--- src/rtl/wb_rr_arbiter.sv ---
`default_nettype none
// ============================================================================
// Module      : wb_rr_arbiter
// Description : Per-node writeback arbiter. Buffers force writeback records
//               from NUM_PIPES pipelines in small per-pipe FIFOs, picks one
//               head per cycle round-robin and presents it through a
//               registered valid/ready output stage. Also keeps a count of
//               forwarded records and an idle flag for the phase sequencer.
// Revision    : 1.0 - initial release
// ============================================================================
module wb_rr_arbiter #(
  parameter int NUM_PIPES          = 4,
  parameter int DATA_WIDTH         = 32,
  parameter int CELL_ID_WIDTH      = 3,
  parameter int PARTICLE_ID_WIDTH  = 7,
  parameter int FIFO_DEPTH         = 4,
  parameter int CNT_WIDTH          = 16,
  localparam int ID_WIDTH          = 3*CELL_ID_WIDTH + PARTICLE_ID_WIDTH,
  localparam int WB_WIDTH          = ID_WIDTH + 3*DATA_WIDTH,
  localparam int SRC_WIDTH         = $clog2(NUM_PIPES)
) (
  input  logic                                clk,
  input  logic                                rst_n,
  input  logic [NUM_PIPES-1:0]                wb_valid,
  input  logic [NUM_PIPES-1:0][WB_WIDTH-1:0]  wb_data,
  output logic [NUM_PIPES-1:0]                wb_ready,
  output logic                                out_valid,
  output logic [WB_WIDTH-1:0]                 out_data,
  output logic [SRC_WIDTH-1:0]                out_src,
  input  logic                                out_ready,
  input  logic                                clear_cnt,
  output logic [CNT_WIDTH-1:0]                fwd_count,
  output logic                                idle
);

  // FIFO pointers carry one extra wrap bit so full and empty are distinct.
  localparam int c_ADDR_W = $clog2(FIFO_DEPTH);
  localparam int c_PTR_W  = c_ADDR_W + 1;
  // Wide enough to hold rr + offset (max 2*NUM_PIPES-2) before wrapping.
  localparam int c_SUM_W  = SRC_WIDTH + 1;
  localparam logic [SRC_WIDTH-1:0] c_LAST_PIPE = SRC_WIDTH'(NUM_PIPES - 1);
  localparam logic [SRC_WIDTH-1:0] c_SRC_ONE   = SRC_WIDTH'(1);
  localparam logic [c_SUM_W-1:0]   c_NUM_PIPES = c_SUM_W'(NUM_PIPES);

  // --------------------------------------------------------------------------
  // Per-pipe FIFO status and head records
  // --------------------------------------------------------------------------
  logic [NUM_PIPES-1:0] w_empty;
  logic [NUM_PIPES-1:0] w_full;
  logic [NUM_PIPES-1:0] w_push;
  logic [NUM_PIPES-1:0] w_pop;
  logic [WB_WIDTH-1:0]  w_head [NUM_PIPES];

  // Ready looks only at stored occupancy; a same-cycle pop never frees a slot
  // early, so there is no combinational path from out_ready to wb_ready.
  assign wb_ready = ~w_full;
  assign w_push   = wb_valid & ~w_full;

  for (genvar p = 0; p < NUM_PIPES; p++) begin : g_fifo
    logic [WB_WIDTH-1:0] mem_q [FIFO_DEPTH];
    logic [c_PTR_W-1:0]  wr_ptr_q, wr_ptr_d;
    logic [c_PTR_W-1:0]  rd_ptr_q, rd_ptr_d;

    // Pointer next-state: advance on accepted push / arbiter pop.
    always_comb begin
      wr_ptr_d = wr_ptr_q;
      rd_ptr_d = rd_ptr_q;
      if (w_push[p]) wr_ptr_d = wr_ptr_q + c_PTR_W'(1);
      if (w_pop[p])  rd_ptr_d = rd_ptr_q + c_PTR_W'(1);
    end

    // Pointer registers; reset empties the FIFO and drops its contents.
    always_ff @(posedge clk) begin
      if (!rst_n) begin
        wr_ptr_q <= '0;
        rd_ptr_q <= '0;
      end else begin
        wr_ptr_q <= wr_ptr_d;
        rd_ptr_q <= rd_ptr_d;
      end
    end

    // Storage write; contents are don't-care until the pointers cover them.
    always_ff @(posedge clk) begin
      if (w_push[p]) mem_q[wr_ptr_q[c_ADDR_W-1:0]] <= wb_data[p];
    end

    assign w_empty[p] = (wr_ptr_q == rd_ptr_q);
    assign w_full[p]  = (wr_ptr_q[c_ADDR_W] != rd_ptr_q[c_ADDR_W]) &&
                        (wr_ptr_q[c_ADDR_W-1:0] == rd_ptr_q[c_ADDR_W-1:0]);
    // Head is read from storage only, so a record is never bypassed
    // straight from wb_data to the output in the cycle it is pushed.
    assign w_head[p]  = mem_q[rd_ptr_q[c_ADDR_W-1:0]];
  end

  // --------------------------------------------------------------------------
  // Round-robin selection
  // --------------------------------------------------------------------------
  logic [SRC_WIDTH-1:0] rr_q, rr_d;
  logic                 w_any;
  logic [SRC_WIDTH-1:0] w_win;
  logic                 w_load;

  // Scan non-empty FIFOs starting at the rr pointer, wrapping to pipe 0.
  always_comb begin
    logic [c_SUM_W-1:0] sum;
    w_any = 1'b0;
    w_win = '0;
    sum   = '0;
    for (int i = 0; i < NUM_PIPES; i++) begin
      sum = {1'b0, rr_q} + c_SUM_W'(i);
      if (sum >= c_NUM_PIPES) sum = sum - c_NUM_PIPES;
      if (!w_any && !w_empty[sum[SRC_WIDTH-1:0]]) begin
        w_any = 1'b1;
        w_win = sum[SRC_WIDTH-1:0];
      end
    end
  end

  // The output stage can take a new record when empty or being drained.
  assign w_load = (!out_valid || out_ready) && w_any;

  // Pop the winner on load and move the rr pointer just past it.
  always_comb begin
    w_pop = '0;
    rr_d  = rr_q;
    if (w_load) begin
      w_pop[w_win] = 1'b1;
      rr_d         = (w_win == c_LAST_PIPE) ? '0 : w_win + c_SRC_ONE;
    end
  end

  // rr pointer register.
  always_ff @(posedge clk) begin
    if (!rst_n) rr_q <= '0;
    else        rr_q <= rr_d;
  end

  // --------------------------------------------------------------------------
  // Output register stage
  // --------------------------------------------------------------------------
  logic                 out_valid_q, out_valid_d;
  logic [WB_WIDTH-1:0]  out_data_q,  out_data_d;
  logic [SRC_WIDTH-1:0] out_src_q,   out_src_d;

  // Load a new winner, hold while stalled, drop valid once drained with
  // nothing left to send (data keeps its last value).
  always_comb begin
    out_valid_d = out_valid_q;
    out_data_d  = out_data_q;
    out_src_d   = out_src_q;
    if (w_load) begin
      out_valid_d = 1'b1;
      out_data_d  = w_head[w_win];
      out_src_d   = w_win;
    end else if (out_ready) begin
      out_valid_d = 1'b0;
    end
  end

  // Output registers.
  always_ff @(posedge clk) begin
    if (!rst_n) begin
      out_valid_q <= 1'b0;
      out_data_q  <= '0;
      out_src_q   <= '0;
    end else begin
      out_valid_q <= out_valid_d;
      out_data_q  <= out_data_d;
      out_src_q   <= out_src_d;
    end
  end

  assign out_valid = out_valid_q;
  assign out_data  = out_data_q;
  assign out_src   = out_src_q;

  // --------------------------------------------------------------------------
  // Forwarded-record counter and idle flag
  // --------------------------------------------------------------------------
  logic [CNT_WIDTH-1:0] fwd_count_q, fwd_count_d;

  // Clear wins over a coincident transfer; the counter wraps naturally.
  always_comb begin
    fwd_count_d = fwd_count_q;
    if (clear_cnt)                      fwd_count_d = '0;
    else if (out_valid_q && out_ready)  fwd_count_d = fwd_count_q + CNT_WIDTH'(1);
  end

  // Counter register.
  always_ff @(posedge clk) begin
    if (!rst_n) fwd_count_q <= '0;
    else        fwd_count_q <= fwd_count_d;
  end

  assign fwd_count = fwd_count_q;
  // Purely a function of registered state, so it never glitches on inputs.
  assign idle      = (&w_empty) && !out_valid_q;

endmodule
`default_nettype wire
--- config.mk ---
export PLATFORM = sky130hd
export DESIGN_NAME = wb_rr_arbiter
export DESIGN_NICKNAME = d
export VERILOG_FILES = /design/src/rtl/wb_rr_arbiter.sv
export SDC_FILE = /design/constraint.sdc
export NUM_CORES = 2
export LEC_CHECK = 0
export ABC_AREA = 1
export CAP_MARGIN = 10
export CORE_ASPECT_RATIO = 1.2
export CORE_MARGIN = 2
export CORE_UTILIZATION = 40
export DETAILED_ROUTE_END_ITERATION = 12
export PLACE_DENSITY_LB_ADDON = 0.2
export SYNTH_ARGS = -nofsm -noshare
export SYNTH_HDL_FRONTEND = slang
export SYNTH_SLANG_ARGS = --single-unit
--- constraint.sdc ---
create_clock -name clk -period 11.45 [get_ports clk]
set_clock_uncertainty 0.2 [all_clocks]
set_input_delay 2.8625 -clock clk [delete_from_list [all_inputs] [get_ports clk]]
set_output_delay 2.8625 -clock clk [all_outputs]
set_load 0.01 [all_outputs]
# Yosys cells after proc, flatten, opt, wreduce, memory -nomap -nowiden
# Memory sizes are Yosys's and may differ from the RTL's. A register that Yosys moved wholly into a read port is not among the register bits.
# Index checks and enable logic that the tools add are counted.
classes:
  n_addsub: 17
  n_mul: 0
  n_div: 0
  n_lt_le_gt_ge: 11
  n_eq_ne: 13
  n_shift: 0
  n_mux: 45
  n_bitwise: 4
  n_reduce_logical: 21
op_table:
  columns: ["operator", "n"]
  rows:
  - ["$bmux 112 s2", 1]
  - ["$mux 112", 2]
  - ["$mux 2", 17]
  - ["$add 3x1->3 const B", 8]
  - ["$mux 1", 19]
  - ["$add 16x1->16 const B", 1]
  - ["$lt 2x3->1 const B", 5]
  - ["$eq 3x3->1", 4]
  - ["$ge 3x3->1 const B", 4]
  - ["$logic_and 1x1->1", 11]
  - ["$bmux 1 s2", 4]
  - ["$eq 2x2->1", 4]
  - ["$sub 2x1->2 const B", 4]
  - ["$add 2x2->3 const B", 2]
  - ["$logic_not 1->1", 6]
  - ["$and 4x4->4", 1]
  - ["$mux 4", 1]
  - ["$ne 1x1->1", 4]
  - ["$not 4->4", 1]
  - ["$reduce_and 4->1", 1]
  - ["$add 2x1->3 const B", 1]
  - ["$ge 2x3->1 const B", 1]
  - ["$not 2->3", 1]
  - ["$add 2x1->2 const B", 1]
  - ["7 further kinds", 7]
word_totals:
  ff_bits: 157
  latch_bits: 0
  ramBits: 1792
  rom_bits: 0
  output_inout_bits: 136
  elab_cells: 128
  mem_count: 4
memory_table:
  columns: ["name", "depth", "word_bits", "rd", "rd_ports_with_merged_regs", "wr", "line_no", "rtl"]
  rows:
  - ["g_fifo[0].mem_q", 4, 112, 1, 1, 1, "60", "logic [WB_WIDTH-1:0] mem_q [FIFO_DEPTH];"]
  - ["g_fifo[1].mem_q", 4, 112, 1, 1, 1, "60", null]
  - ["g_fifo[2].mem_q", 4, 112, 1, 1, 1, "60", null]
  - ["g_fifo[3].mem_q", 4, 112, 1, 1, 1, "60", null]

# Depth between registers and ports, before layout
logic_depth:
  depth_word: 21
  mapped_depth: 21

# Worst setup path before layout
# No wires, ideal clock.
synth_path:
  path_kind: "input to register"
  start: "input wb_valid[0]"
  end: "register g_fifo[0].wr_ptr_q[2]"
  setup_time_ps: 104
  arrival_time_ps: 8264
  required_time_ps: 11146
  path_slack_ps: 2881
  path_stages: 4
  cell_sequence: "nand2_1 nor2_1 o21ai_0 a21oi_1"
synth_via:
  elab_chain_len: 1
synth_rtl:
  columns: ["element", "line_no", "rtl"]
  rows:
  - ["from (decl)", "24", "input logic [NUM_PIPES-1:0] wb_valid,"]
  - ["$and 4x4->4", "57", "assign w_push = wb_valid & ~w_full;"]
  - ["to (signal assigned)", "78", "wr_ptr_q <= wr_ptr_d;"]
  - ["to (decl)", "61", "logic [c_PTR_W-1:0] wr_ptr_q, wr_ptr_d;"]
# Every way passes these cells.
# A chain may end at the register's enable or synchronous reset.

# Final worst setup path
layout_path:
  start: "register g_fifo[3].wr_ptr_q[0]"
  end: "output idle"
layout_via:
  elab_chain_len: 3
layout_rtl:
  columns: ["element", "line_no", "rtl"]
  rows:
  - ["from (decl)", "61", null]
  - ["from (signal assigned)", "78", null]
  - ["$eq 3x3->1", "88", "assign w_empty[p] = (wr_ptr_q == rd_ptr_q);"]
  - ["$reduce_and 4->1", "198", "assign idle = (&w_empty) && !out_valid_q;"]
  - ["$logic_and 1x1->1", "198", null]
  - ["to (decl)", "33", "output logic idle"]
# Every way passes these cells.

==> impl_metrics.toml <==
[synthesis]
post-synth-top-count-cell = "edfxtp_1"
netlist_instances = 6038
yosysUniqueCellTypes = 32
synth_area_leaders = "edfxtp_1 71%, nand2_1 7.2%, dfxtp_1 4.3%"
synthTopCellsByCount = "1792 x edfxtp_1, 1459 x nand2_1, 618 x nor2_1"
syn_nets = 6516
yosys.area.top_type = "edfxtp_1"
ys_ff_latch = 1957
synth_edf_count = 1792
async_reset_ff_share_pct = 0
synth_top_area_share_pct = 70.51
yosysSeqAreaShare_pct = 74.84
synth-warning-count = 0
syn-cell-area_sq_um = 76320
synthFlopType = "edfxtp_1"
avgSynthCellArea_sq_um = 12.64

[global_route]
grt_max_degree = 142
grt_antenna_before_repair = 84
grt_overflow_total = 0
grtUsageTotal_pct = 22.16
first_global_vias = 46299
grt_pass1_wl_um = 315200

[floorplanning]
die_area_sq_um = 194300
die_w_um = 402.7
die_y_um = 482.5
rows = 175
ios = 592
core_sq_um = 189600
initial_core_util_pct = 40.25

[timing]
tightest_slew_ns = 1.129
maxSlewHeadroom_pct = 24.73
final_max_slew_viol_count = 0
tns_ns = 0
finalHoldWorstSlack_ns = 0.2606
hold_viol_final = 0
final-setup-viol-count = 0
max_freq_ghz = 0.1703
rsz0062_at_grt = "no"
fin_crit_ns = 5.870
timing.final.crit_share_pct = 51.27

[job]
cap_violations = 0

[placed_design]
placed_area_sq_um = 84430
dp_hpwl_um = 141300
place.port_buffers = 591
place_congestion = 0.7888

[setup_path]
critPathKind = "reg -> out"
cp-startpoint = "g_fifo[3].wr_ptr_q[0]"
regToRegSetupSlack_ns = 6.61
crit_chain = "inv_2, nand2_1, nand2_1, nand3_1, nor2_1, nand2_1, nor2_1, clkdlybuf4s50_1"
cp.arrival_ns = 2.81
critPathLaunchType = "register"
max_stage_delay_ns = 0.54
crit_path_end_kind = "output port"
crit_path_frequent_cell = "nand2_1"
cp_slowest_cell = "clkdlybuf4s50_1"
path_max_fanout = 5
critical_path_required_ns = 8.39
r2r-start = "rr_q[0]"

[finish]
stdcell_area_sq_um = 90570
regArea_sq_um = 57140
nets = 6967
fin_util_pct = 47.76
drive_gt1_share_pct = 5.806
area_growth_pct = 18.67
nFillCells = 16660
multi_input_area_sq_um = 17410

[power_and_ir_drop]
swShare_pct = 38.26
pwr_density_cell_nw_per_um2 = 246.9
peakVddDrop_uv = 293.5
finalPower_w = 0.02236
p_clk_share_pct = 27.3
combPwrFrac_pct = 33.8
p_int_w = 0.01381
switchingPower_w = 0.008554
cellLeakagePower_nw = 31.37
power.share.sequential_pct = 38.9

[outcome]
outcome = "finished clean"

[drt]
num_vias = 49951
wl_per_cell_um = 24.13
drt_iter0_drc = 5033
viasPerCell = 5.457
dr.pass1.iters = 5
antenna_left = 0
remaining_drc_errors = 0
routed_wl_um = 220900

[cts]
cts_tree = "built"
hold_buffers = 0
numCtsBuffers = 193
clock_latency_ns = 0.86
root_buffer = "clkbuf_16"
cts_max_level = 4
cts_setup_buffers = 0
cts.clk_slew.worst_paths_ns = 0.06
cts.sinks = 1957
clockBufferDepth = 3
cts.repair.resized = 0

[hold_path]
hold_path.class = "reg -> reg"
worst_hold_startpoint = "fwd_count[15]"
-- per-layer routing --
| metal | GRT usage [%] | wire [um] |
|---|---|---|
| met1 | 34.26 | 103500 |
| met2 | 29.90 | 89420 |
| met3 | 7.477 | 23990 |
| met4 | 4.715 | 3470 |
| met5 | 0 | 555 |
-- cell families after synthesis --
family / after synthesis / synth area share (%)
buffers and inverters: 480 / 2.553
XOR/XNOR: 4 / 0.05576
flip-flops: 1957 / 74.84
AO/OA/AOI/OAI: 1305 / 10.60
AND/OR/NAND/NOR: 2270 / 11.59
adder cells (fa/ha/maj): 22 / 0.3607
-- final cells by class --
| class | count | share of cell area (%) |
|---|---|---|
| clock buffers | 252 | 5.645 |
| diodes | 28 | 0.07737 |
| inverters | 82 | 0.3744 |
| flip-flops and latches | 1957 | 63.09 |
| clock inverters | 102 | 1.049 |
| repair buffers | 654 | 7.120 |
| multi-input cells | 3601 | 19.22 |
| well taps | 2478 | 3.423 |
-- flip-flops by register name (all words and copies together), names as in the netlist, named ones only --
name,flops
out_valid,1
fwd_count,16
g_fifo.wr_ptr_q,12
rr_q,2
g_fifo.rd_ptr_q,12
out_data,112
out_src,2
g_fifo.mem_q,1792
-- per-stage QoR --
step	instances	setup WS [ns]
floorplan	6038	2.881
global placement	8772	5.177
detailed placement	8772	5.204
CTS	9126	5.417
global route	9133	5.341
finish	9154	5.580
-- worst paths after layout --
kind | to | cells past startpoint
hold reg to reg | fwd_count[15] | 1
hold / removal | fwd_count[15] | 1
setup reg to reg | out_data[41] | 14
setup / recovery | idle | 8
-- power by group through the flow --
stage          clock, W  combinational [W]  sequential (W)
2_1_floorplan         0            0.00429         0.00875
3_3_place_gp          0            0.00748         0.00884
3_5_place_dp          0            0.00754         0.00884
4_1_cts         0.00623            0.00757         0.00870
5_1_grt         0.00650            0.00829         0.00874
6_report        0.00610            0.00757         0.00870
-- critical path: cells and delay by family, from the launching register on --
| family | cells | cell delay [ns] |
|---|---|---|
| and+or+nand+nor | 6 | 0.98 |
| buffers and inverters | 2 | 0.65 |
| DFF | 1 | 0.35 |
-- layout by cell type (no fill, tap or decap), types with 4 or more instances in the layout --
cell type	count
o21ai_0	539
clkinv_1	41
buf_4	59
a32o_1	255
edfxtp_1	1792
nand2_1	1458
nor3_1	6
diode_2	28
clkbuf_8	4
nand3_1	145
dfxtp_4	7
nand2_2	4
a32oi_1	15
a21oi_1	309
buf_12	5
o21ai_1	6
clkinv_8	4
inv_1	59
nand4_1	24
clkbuf_16	194
ha_1	22
nor2_1	602
nor2_4	18
o22ai_1	178
inv_16	4
dfxtp_1	158
inv_6	9
clkinv_2	29
clkdlybuf4s50_1	590
clkinvlp_4	5
inv_2	15
nand3_2	4
clkbuf_1	54
bufinv_16	12
Power figures use the tool's default switching activity.
